<file path="src/rtl/mem_dma_if.sv">
// Memory request/response bus between the DMA engine (master) and a memory.
// The response is combinational: code/data are valid in the same cycle as the request.
`ifndef ADDR_W
`define ADDR_W 32
`endif
`ifndef WORD_W
`define WORD_W 32
`endif
`ifndef MEM_COUNT_W
`define MEM_COUNT_W 4
`endif
`ifndef MEM_CODE_W
`define MEM_CODE_W 2
`endif

interface mem_dma_if #(
  parameter int ADDR_W      = `ADDR_W,
  parameter int WORD_W      = `WORD_W,
  parameter int MEM_COUNT_W = `MEM_COUNT_W,
  parameter int MEM_CODE_W  = `MEM_CODE_W
);
  logic [ADDR_W-1:0]      o_req_addr;
  logic [WORD_W-1:0]      o_req_wr_data;
  logic                   o_req_wr_en;
  logic [MEM_COUNT_W-1:0] o_req_count;
  logic [WORD_W-1:0]      i_res_rd_data;
  logic [MEM_CODE_W-1:0]  i_res_code;

  modport master (
    output o_req_addr, o_req_wr_data, o_req_wr_en, o_req_count,
    input  i_res_rd_data, i_res_code
  );
  modport slave (
    input  o_req_addr, o_req_wr_data, o_req_wr_en, o_req_count,
    output i_res_rd_data, i_res_code
  );
endinterface

</file>
<file path="src/rtl/mem_dma.sv">
// Word-by-word memory copy engine: one read cycle then one write cycle per word,
// stopping on completion, abort (at a word boundary) or the first bus fault.
`ifndef ADDR_W
`define ADDR_W 32
`endif
`ifndef WORD_W
`define WORD_W 32
`endif
`ifndef MEM_COUNT_W
`define MEM_COUNT_W 4
`endif
`ifndef MEM_CODE_W
`define MEM_CODE_W 2
`endif

module mem_dma #(
  parameter int ADDR_W      = `ADDR_W,
  parameter int WORD_W      = `WORD_W,
  parameter int MEM_COUNT_W = `MEM_COUNT_W,
  parameter int MEM_CODE_W  = `MEM_CODE_W,
  parameter int LEN_W       = 16,
  parameter int WORD_BYTES  = 4
) (
  input  logic              clk,
  input  logic              areset,
  input  logic              i_start,
  input  logic [ADDR_W-1:0] i_src_addr,
  input  logic [ADDR_W-1:0] i_dst_addr,
  input  logic [LEN_W-1:0]  i_len,
  input  logic              i_abort,
  mem_dma_if.master         bus,
  output logic              o_busy,
  output logic              o_done,
  output logic              o_error,
  output logic [ADDR_W-1:0] o_err_addr,
  output logic [LEN_W-1:0]  o_words_done
);
  typedef enum logic [1:0] {IDLE, RD, WR, FIN} state_t;

  localparam logic [ADDR_W-1:0] STRIDE = ADDR_W'(WORD_BYTES);

  state_t            state_q;
  logic [ADDR_W-1:0] src_q, dst_q, err_addr_q;
  logic [LEN_W-1:0]  rem_q, words_q;
  logic [WORD_W-1:0] buf_q;
  logic              err_q;

  logic in_rd, in_wr, fault;
  assign in_rd = (state_q == RD);
  assign in_wr = (state_q == WR);
  assign fault = (bus.i_res_code != '0);

  // Bus is decoded purely from registered state, so it is idle outside RD/WR.
  assign bus.o_req_addr    = in_wr ? dst_q : (in_rd ? src_q : '0);
  assign bus.o_req_wr_en   = in_wr;
  assign bus.o_req_count   = (in_rd || in_wr) ? MEM_COUNT_W'(WORD_BYTES) : '0;
  assign bus.o_req_wr_data = in_wr ? buf_q : '0;

  assign o_busy       = (state_q != IDLE);
  assign o_done       = (state_q == FIN);
  assign o_error      = err_q;
  assign o_err_addr   = err_addr_q;
  assign o_words_done = words_q;

  always_ff @(posedge clk or posedge areset) begin
    if (areset) begin
      state_q    <= IDLE;
      src_q      <= '0;
      dst_q      <= '0;
      rem_q      <= '0;
      words_q    <= '0;
      buf_q      <= '0;
      err_q      <= 1'b0;
      err_addr_q <= '0;
    end else begin
      case (state_q)
        IDLE: if (i_start) begin
          src_q      <= i_src_addr;
          dst_q      <= i_dst_addr;
          rem_q      <= i_len;
          words_q    <= '0;
          err_q      <= 1'b0;
          err_addr_q <= '0;
          state_q    <= (i_len == '0) ? FIN : RD;
        end
        // A fault outranks abort so the faulting address is never lost.
        RD: begin
          if (fault) begin
            err_q      <= 1'b1;
            err_addr_q <= src_q;
            state_q    <= FIN;
          end else if (i_abort) begin
            state_q <= FIN;
          end else begin
            buf_q   <= bus.i_res_rd_data;
            state_q <= WR;
          end
        end
        WR: begin
          if (fault) begin
            err_q      <= 1'b1;
            err_addr_q <= dst_q;
            state_q    <= FIN;
          end else begin
            src_q   <= src_q + STRIDE;
            dst_q   <= dst_q + STRIDE;
            words_q <= words_q + 1'b1;
            rem_q   <= rem_q - 1'b1;
            state_q <= (rem_q == LEN_W'(1) || i_abort) ? FIN : RD;
          end
        end
        FIN:     state_q <= IDLE;
        default: state_q <= IDLE;
      endcase
    end
  end
endmodule

</file>
<file path="src/flat_wrapper.sv">
// flat-port wrapper written by rule: the top's interface ports become plain ports
module mem_dma_flat 
#(
  parameter int ADDR_W      = `ADDR_W,
  parameter int WORD_W      = `WORD_W,
  parameter int MEM_COUNT_W = `MEM_COUNT_W,
  parameter int MEM_CODE_W  = `MEM_CODE_W,
  parameter int LEN_W       = 16,
  parameter int WORD_BYTES  = 4
)
  (clk, areset, i_start, i_src_addr, i_dst_addr, i_len, i_abort, o_busy, o_done, o_error, o_err_addr, o_words_done, bus_o_req_addr, bus_o_req_wr_data, bus_o_req_wr_en, bus_o_req_count, bus_i_res_rd_data, bus_i_res_code);
  mem_dma_if #(.ADDR_W(ADDR_W), .WORD_W(WORD_W), .MEM_COUNT_W(MEM_COUNT_W), .MEM_CODE_W(MEM_CODE_W)) bus_i ();
  input  logic clk;
  input  logic areset;
  input  logic i_start;
  input  logic [ADDR_W-1:0] i_src_addr;
  input  logic [ADDR_W-1:0] i_dst_addr;
  input  logic [LEN_W-1:0] i_len;
  input  logic i_abort;
  output logic o_busy;
  output logic o_done;
  output logic o_error;
  output logic [ADDR_W-1:0] o_err_addr;
  output logic [LEN_W-1:0] o_words_done;
  output wire logic [$bits(bus_i.o_req_addr)-1:0] bus_o_req_addr;
  output wire logic [$bits(bus_i.o_req_wr_data)-1:0] bus_o_req_wr_data;
  output wire logic [$bits(bus_i.o_req_wr_en)-1:0] bus_o_req_wr_en;
  output wire logic [$bits(bus_i.o_req_count)-1:0] bus_o_req_count;
  input wire logic [$bits(bus_i.i_res_rd_data)-1:0] bus_i_res_rd_data;
  input wire logic [$bits(bus_i.i_res_code)-1:0] bus_i_res_code;
  assign bus_o_req_addr = bus_i.o_req_addr;
  assign bus_o_req_wr_data = bus_i.o_req_wr_data;
  assign bus_o_req_wr_en = bus_i.o_req_wr_en;
  assign bus_o_req_count = bus_i.o_req_count;
  assign bus_i.i_res_rd_data = bus_i_res_rd_data;
  assign bus_i.i_res_code = bus_i_res_code;
  mem_dma #(.ADDR_W(ADDR_W), .WORD_W(WORD_W), .MEM_COUNT_W(MEM_COUNT_W), .MEM_CODE_W(MEM_CODE_W), .LEN_W(LEN_W), .WORD_BYTES(WORD_BYTES)) u_core (.clk(clk), .areset(areset), .i_start(i_start), .i_src_addr(i_src_addr), .i_dst_addr(i_dst_addr), .i_len(i_len), .i_abort(i_abort), .bus(bus_i), .o_busy(o_busy), .o_done(o_done), .o_error(o_error), .o_err_addr(o_err_addr), .o_words_done(o_words_done));
endmodule
</file>
<file path="config.mk">
export PLATFORM = sky130hd
export DESIGN_NAME = mem_dma_flat
export DESIGN_NICKNAME = d
export VERILOG_FILES = /design/src/rtl/mem_dma_if.sv /design/src/rtl/mem_dma.sv /design/src/flat_wrapper.sv
export SDC_FILE = /design/constraint.sdc
export NUM_CORES = 1
export LEC_CHECK = 0
export ABC_AREA = 1
export CAP_MARGIN = 40
export CORE_MARGIN = 5
export CORE_UTILIZATION = 40
export DETAILED_ROUTE_END_ITERATION = 10
export PLACE_DENSITY_LB_ADDON = 0.3
export SYNTH_ARGS = -nofsm -noshare
export SYNTH_HDL_FRONTEND = slang
export SYNTH_SLANG_ARGS = --single-unit
</file>
<file path="constraint.sdc">
create_clock -name clk -period 5.55 [get_ports clk]
set_clock_uncertainty 0.15 [all_clocks]
set_input_delay 1.11 -clock clk [delete_from_list [all_inputs] [get_ports clk]]
set_output_delay 1.11 -clock clk [all_outputs]
set_load 0.01 [all_outputs]
</file>
* Word level (Yosys, flattened, before mapping)
Index checks and enable logic that the tools add are counted.
** Storage, ports and cells
- Bits in registers :: 163
- Input bits :: 118
- Output and inout port bits :: 120
- Logic and storage cells :: 67
** Cells by class
- $add $sub $neg :: 4
- Equality and inequality tests :: 9
- Multiplexer cells :: 30
- Bitwise operators :: 2
- Reduce and logical (&&, ||, !) cells :: 14
** Operator list (number)
- two-way mux 32 bit :: 10
- case mux 32 bit (2 select lines) :: 2
- case mux 32 bit (3 select lines) :: 1
- adder 32 x 3 -> 32 bit (second input constant) :: 2
- two-way mux 16 bit :: 4
- case mux 16 bit (2 select lines) :: 2
- adder 16 x 1 -> 16 bit (second input constant) :: 1
- equality test 16 x 1 -> 1 bit (second input constant) :: 1
- zero test 16 bit :: 1
- subtractor 16 x 1 -> 16 bit (second input constant) :: 1
- two-way mux 2 bit :: 5
- AND reduction 3 bit :: 3
- inequality test 2 bit (second input constant) :: 4
- case mux 2 bit (4 select lines) :: 1
- nonzero test 2 bit :: 4
- equality test 2 bit (second input constant) :: 2
- AND reduction 4 bit :: 1
- two-way mux 1 bit :: 3
- two-way mux 3 bit :: 1
- nonzero test 3 bit :: 1
- equality test 2 x 1 -> 1 bit (second input constant) :: 1
- zero test 2 bit :: 1
- logical OR 1 bit :: 2
- inequality test 2 x 1 -> 1 bit (second input constant) :: 1
- 3 further kinds :: 4

* Logic depth before layout (Yosys ltp)
- Word-level depth :: 5
- Gate-level depth with buffers :: 12
- Gate-level depth less buffers :: 11

* Worst setup path before layout
No wires, ideal clock.
- Path type :: register -> output
- From :: reg u_core.state_q[0]
- To :: out bus_o_req_addr[0]
- Arrival :: 1690 ps
- Data required time :: 4290 ps
- Path slack :: 2600 ps
- Stages on the path, launching flop included :: 8
- Path buffers :: 4
- Cells stage by stage :: dfrtp_1 > inv_1 > ha_1 > buf_4 > buf_4 > buf_4 > buf_2 > o21ai_0
** Between the ends
- Elaborated cells between the ends (all ways) :: 4
- Classes of those cells :: 2 x eq/ne; 2 x mux
** RTL lines
- start: declaration :: RTL line mem_dma.sv:42 : state_t state_q;
- start signal: assignment :: RTL line mem_dma.sv:84 : state_q <= (i_len == '0) ? FIN : RD;
- start signal: assignment :: RTL line mem_dma.sv:109 : state_q <= (rem_q == LEN_W'(1) || i_abort) ? FIN : RD;
- equality test 2 bit :: RTL line mem_dma.sv:50 : assign in_wr = (state_q == WR);
- net bus_o_req_wr_en :: RTL line flat_wrapper.sv:27 : output wire logic [$bits(bus_i.o_req_wr_en)-1:0] bus_o_req_wr_en;
- two-way mux 32 bit :: RTL line mem_dma.sv:54 : assign bus.o_req_addr = in_wr ? dst_q : (in_rd ? src_q : '0);
- end: declaration :: RTL line flat_wrapper.sv:25 : output wire logic [$bits(bus_i.o_req_addr)-1:0] bus_o_req_addr;
The timed path passes the listed nets, and every way through them passes these cells.

* Worst setup path in the final report
- From :: reg u_core.state_q[0]
- To :: out bus_o_req_addr[1]
** Between the ends
- Cells in the longest elaborated chain, start to end :: 3
- Elaborated cells between the ends (all ways) :: 4
- Classes of those cells :: 2 x eq/ne; 2 x mux
** RTL lines
- equality test 2 x 1 -> 1 bit :: RTL line mem_dma.sv:49 : assign in_rd = (state_q == RD);
- two-way mux 32 bit :: RTL line mem_dma.sv:54
- two-way mux 32 bit (*) :: RTL line mem_dma.sv:54
Mark *: on every way between the ends. The rest lies on a longest branch, timed or not.

==> results.tsv <==
metric	value	unit
Yosys reg bits	163	
Crit path max-delay family	buffers and inverters	
Gates resized, CTS repair	0	
largest stage delay on the critical path	0.62	ns
Final Max Tran Viols	0	
clock slew at reported path FFs	0.07	ns
antenna violations before repair	2	
Fmax	0.230	GHz
Vias/cell	5.16	
crit path DAT	3.09	ns
Overall Global Routing Usage	0.229	
PortBufs	234	
Clock Path Buffers	2	
routing usage on met2	0.362	
Post-synth top flop	dfrtp_1	
Synth warnings	0	
Gate power share	0.543	
Post-CTS Setup Inserts	0	
commonest cells in the netlist	nand2_1, nor2_1, dfrtp_1	
Sw Pwr	0.00358	W
Hold Vio Cnt, Final	0	
slowest CP cell	ha_4	
status	completed	
setup TNS	0	ns
# DRC	0	
MaxCap Viol Count	0	
Critical Path End Type	output port	
Die Ht	171	um
Area Overhead vs Synth	30.0	%
wirelength, routed	34100	um
num rows	59	
drt pass-1 iters	6	
FILL cells	2555	
Period minus WS final	4.35	ns
synthesized instance count	1546	
worst path cell trace	inv_1 > ha_4 > buf_4 > nand2_1 > o21ai_0 > clkdlybuf4s50_1	
DRT antenna net count	0	
critical path class	register to output port	
Placer Congestion	0.870	
Multi-input gate area	0.00537	mm2
VDD IR max	282	uV
Max-slew headroom	0.464	
power share of the clock group	0.158	
Cell variety after synth	39	
I/O pin cnt	238	
register share of total power	0.300	
cell taking the most area after synthesis	dfrtp_1	
met1 usage	0.328	
LEAKAGE	6.37	nW
post-synthesis sequential area ratio	0.391	
Root Driver	clkbuf_16	
worst-path fanout max	64	
vias in the first global route	10200	
CTS Buf Count	17	
most common cell in the netlist	nand2_1	
Critical path buffers and inverters	3	
first-pass GRT wire length	54000	um
core region area	0.0258	mm2
sw frac	0.480	
RSZ-0062 raised after global routing	no	
CTS tree	built	
layout cell share with drive strength beyond 1	0.0609	
element type at the critical path start	register	
clock sink total	163	
Avg Synthesized Cell Area	6.75	um2
fin cells	2095	
Synth area leaders	dfrtp_1, nand2_1, nor2_1	
period utilisation layout	0.784	
worst hold path type	register to register	
DIE WIDTH	171	um
largest net degree at the start of global routing	132	
Setup Viol. Count Final	0	
via count	10800	
layout net count	1873	
global routing's busiest layer	met2	
met3 usage	0.0340	
dpl hpwl	25200	um
synthesized cell area	0.0104	mm2
Reg area	0.00408	mm2
Least-Margin Pin Slew	0.804	ns
Int Pwr	0.00387	W
EDFF count, synth	0	
power density cells	549	mW/mm2
Max H-tree Level	4	
Post-Place Cells	2061	
total grt overflow	0	
hold_buf cts	0	
1st-iter DRT viols	937	
WL/cell	16.3	um
CP required	4.29	ns
Initial Utilization	0.404	
top cell type's share of synthesized area	0.391	
fraction of registers with async set or reset after synthesis	1.00	
die area	0.0294	mm2
clk_lat worst skew	0.43	ns
[power groups by stage]
stage	clock network, W	logic [W]	registers (W)
global placement	0	0.00395	0.00223
CTS	0.00120	0.00405	0.00222
finish	0.00118	0.00404	0.00223
floorplan	0	0.00268	0.00207
detailed placement	0	0.00403	0.00224
global route	0.00124	0.00454	0.00229
[worst register-to-register path: stages (launching register included)]
cell and delay [ns]:
dfrtp_1 0.40, inv_1 0.20, ha_4 0.62, buf_4 0.60
o21ai_2 0.22, a21oi_4 0.61, buf_4 0.50, o21ai_1 0.17
nor2_1 0.12, o21ai_0 0.08, inv_1 0.06
[through the flow]
step	power [W]	area (um2)	setup slack [ns]	hold slack [ns]	util
CTS	0.00747	13600	1.22	0.360	0.525
floorplan	0.00475	10400	2.22	0.321	-
finish	0.00745	13600	1.20	0.358	0.525
detailed placement	0.00627	13000	1.68	0.342	0.502
global route	0.00807	13600	0.984	0.365	0.525
global placement	0.00617	13000	1.73	0.336	0.502
[routing by layer]
layer  routed length (um)  share of wire
met4                  645          0.019
met1                15300           0.45
met3                 2760          0.081
met5                    0              0
met2                15400           0.45
[registers in the layout, indices dropped and copies added (netlist names)]
signal	count
u_core.buf_q	32
u_core.dst_q	32
u_core.o_err_addr	32
u_core.src_q	32
u_core.o_words_done	16
u_core.rem_q	16
u_core.state_q	2
u_core.o_error	1
[layout by cell type, fill, tap and decap left out, types with 3 or more instances in the layout]
cell	netlist	layout
nor2_2	4	4
mux2_2	32	32
clkbuf_16	0	17
ha_1	10	9
inv_6	0	3
inv_1	162	161
a21oi_1	75	75
nand4_1	27	27
inv_8	0	6
o211ai_1	7	7
nand3_1	114	114
nand2_1	509	509
buf_4	18	15
nand3b_1	8	8
o21ai_1	5	5
inv_2	3	3
dfrtp_1	163	163
a2bb2oi_1	3	3
a31oi_1	7	7
or2_2	6	6
conb_1	1	3
o21ai_0	110	110
clkinvlp_4	0	4
nor3_1	10	10
o22ai_1	6	6
nor2_1	186	186
clkdlybuf4s50_1	0	234
xor2_1	4	4
nor2_4	6	6
[cell type report]
cell class,instances,area share
Antenna cell,2,0.000369
Clock buffer,18,0.0324
Clock inverter,14,0.0104
Inverter,165,0.0459
Multi-Input combinational cell,1147,0.396
Sequential cell,163,0.301
Tap cell,335,0.0309
Timing Repair Buffer,251,0.184
[worst paths after layout]
kind / startpoint / to / slack, ns / cells past startpoint
worst max-delay path: u_core.state_q[0] / bus_o_req_addr[1] / 1.20 / 6
worst min-delay path: u_core.buf_q[24] / u_core.buf_q[24] / 0.36 / 1
worst max register to register: u_core.state_q[0] / u_core.src_q[11] / 1.75 / 10
worst min register to register: u_core.buf_q[24] / u_core.buf_q[24] / 0.36 / 1
max in group asynchronous: areset / u_core.dst_q[20] / 3.10 / 3
min in group asynchronous: areset / u_core.buf_q[31] / 0.99 / 2
[cell families (layout without fill, tap and decap cells)]
logic type / after synthesis / after routing / synth area share
other: 1 / 5 / 0.000360
muxes: 32 / 32 / 0.0346
DFF: 163 / 163 / 0.391
adders and majority gates: 10 / 10 / 0.0120
buffers and inverters: 238 / 448 / 0.0971
and+or+nand+nor: 877 / 877 / 0.349
xor gates and xnor gates: 6 / 6 / 0.00504
AOI/OAI and AO/OA: 219 / 219 / 0.111
No activity file was read; power rests on OpenSTA's default activity.
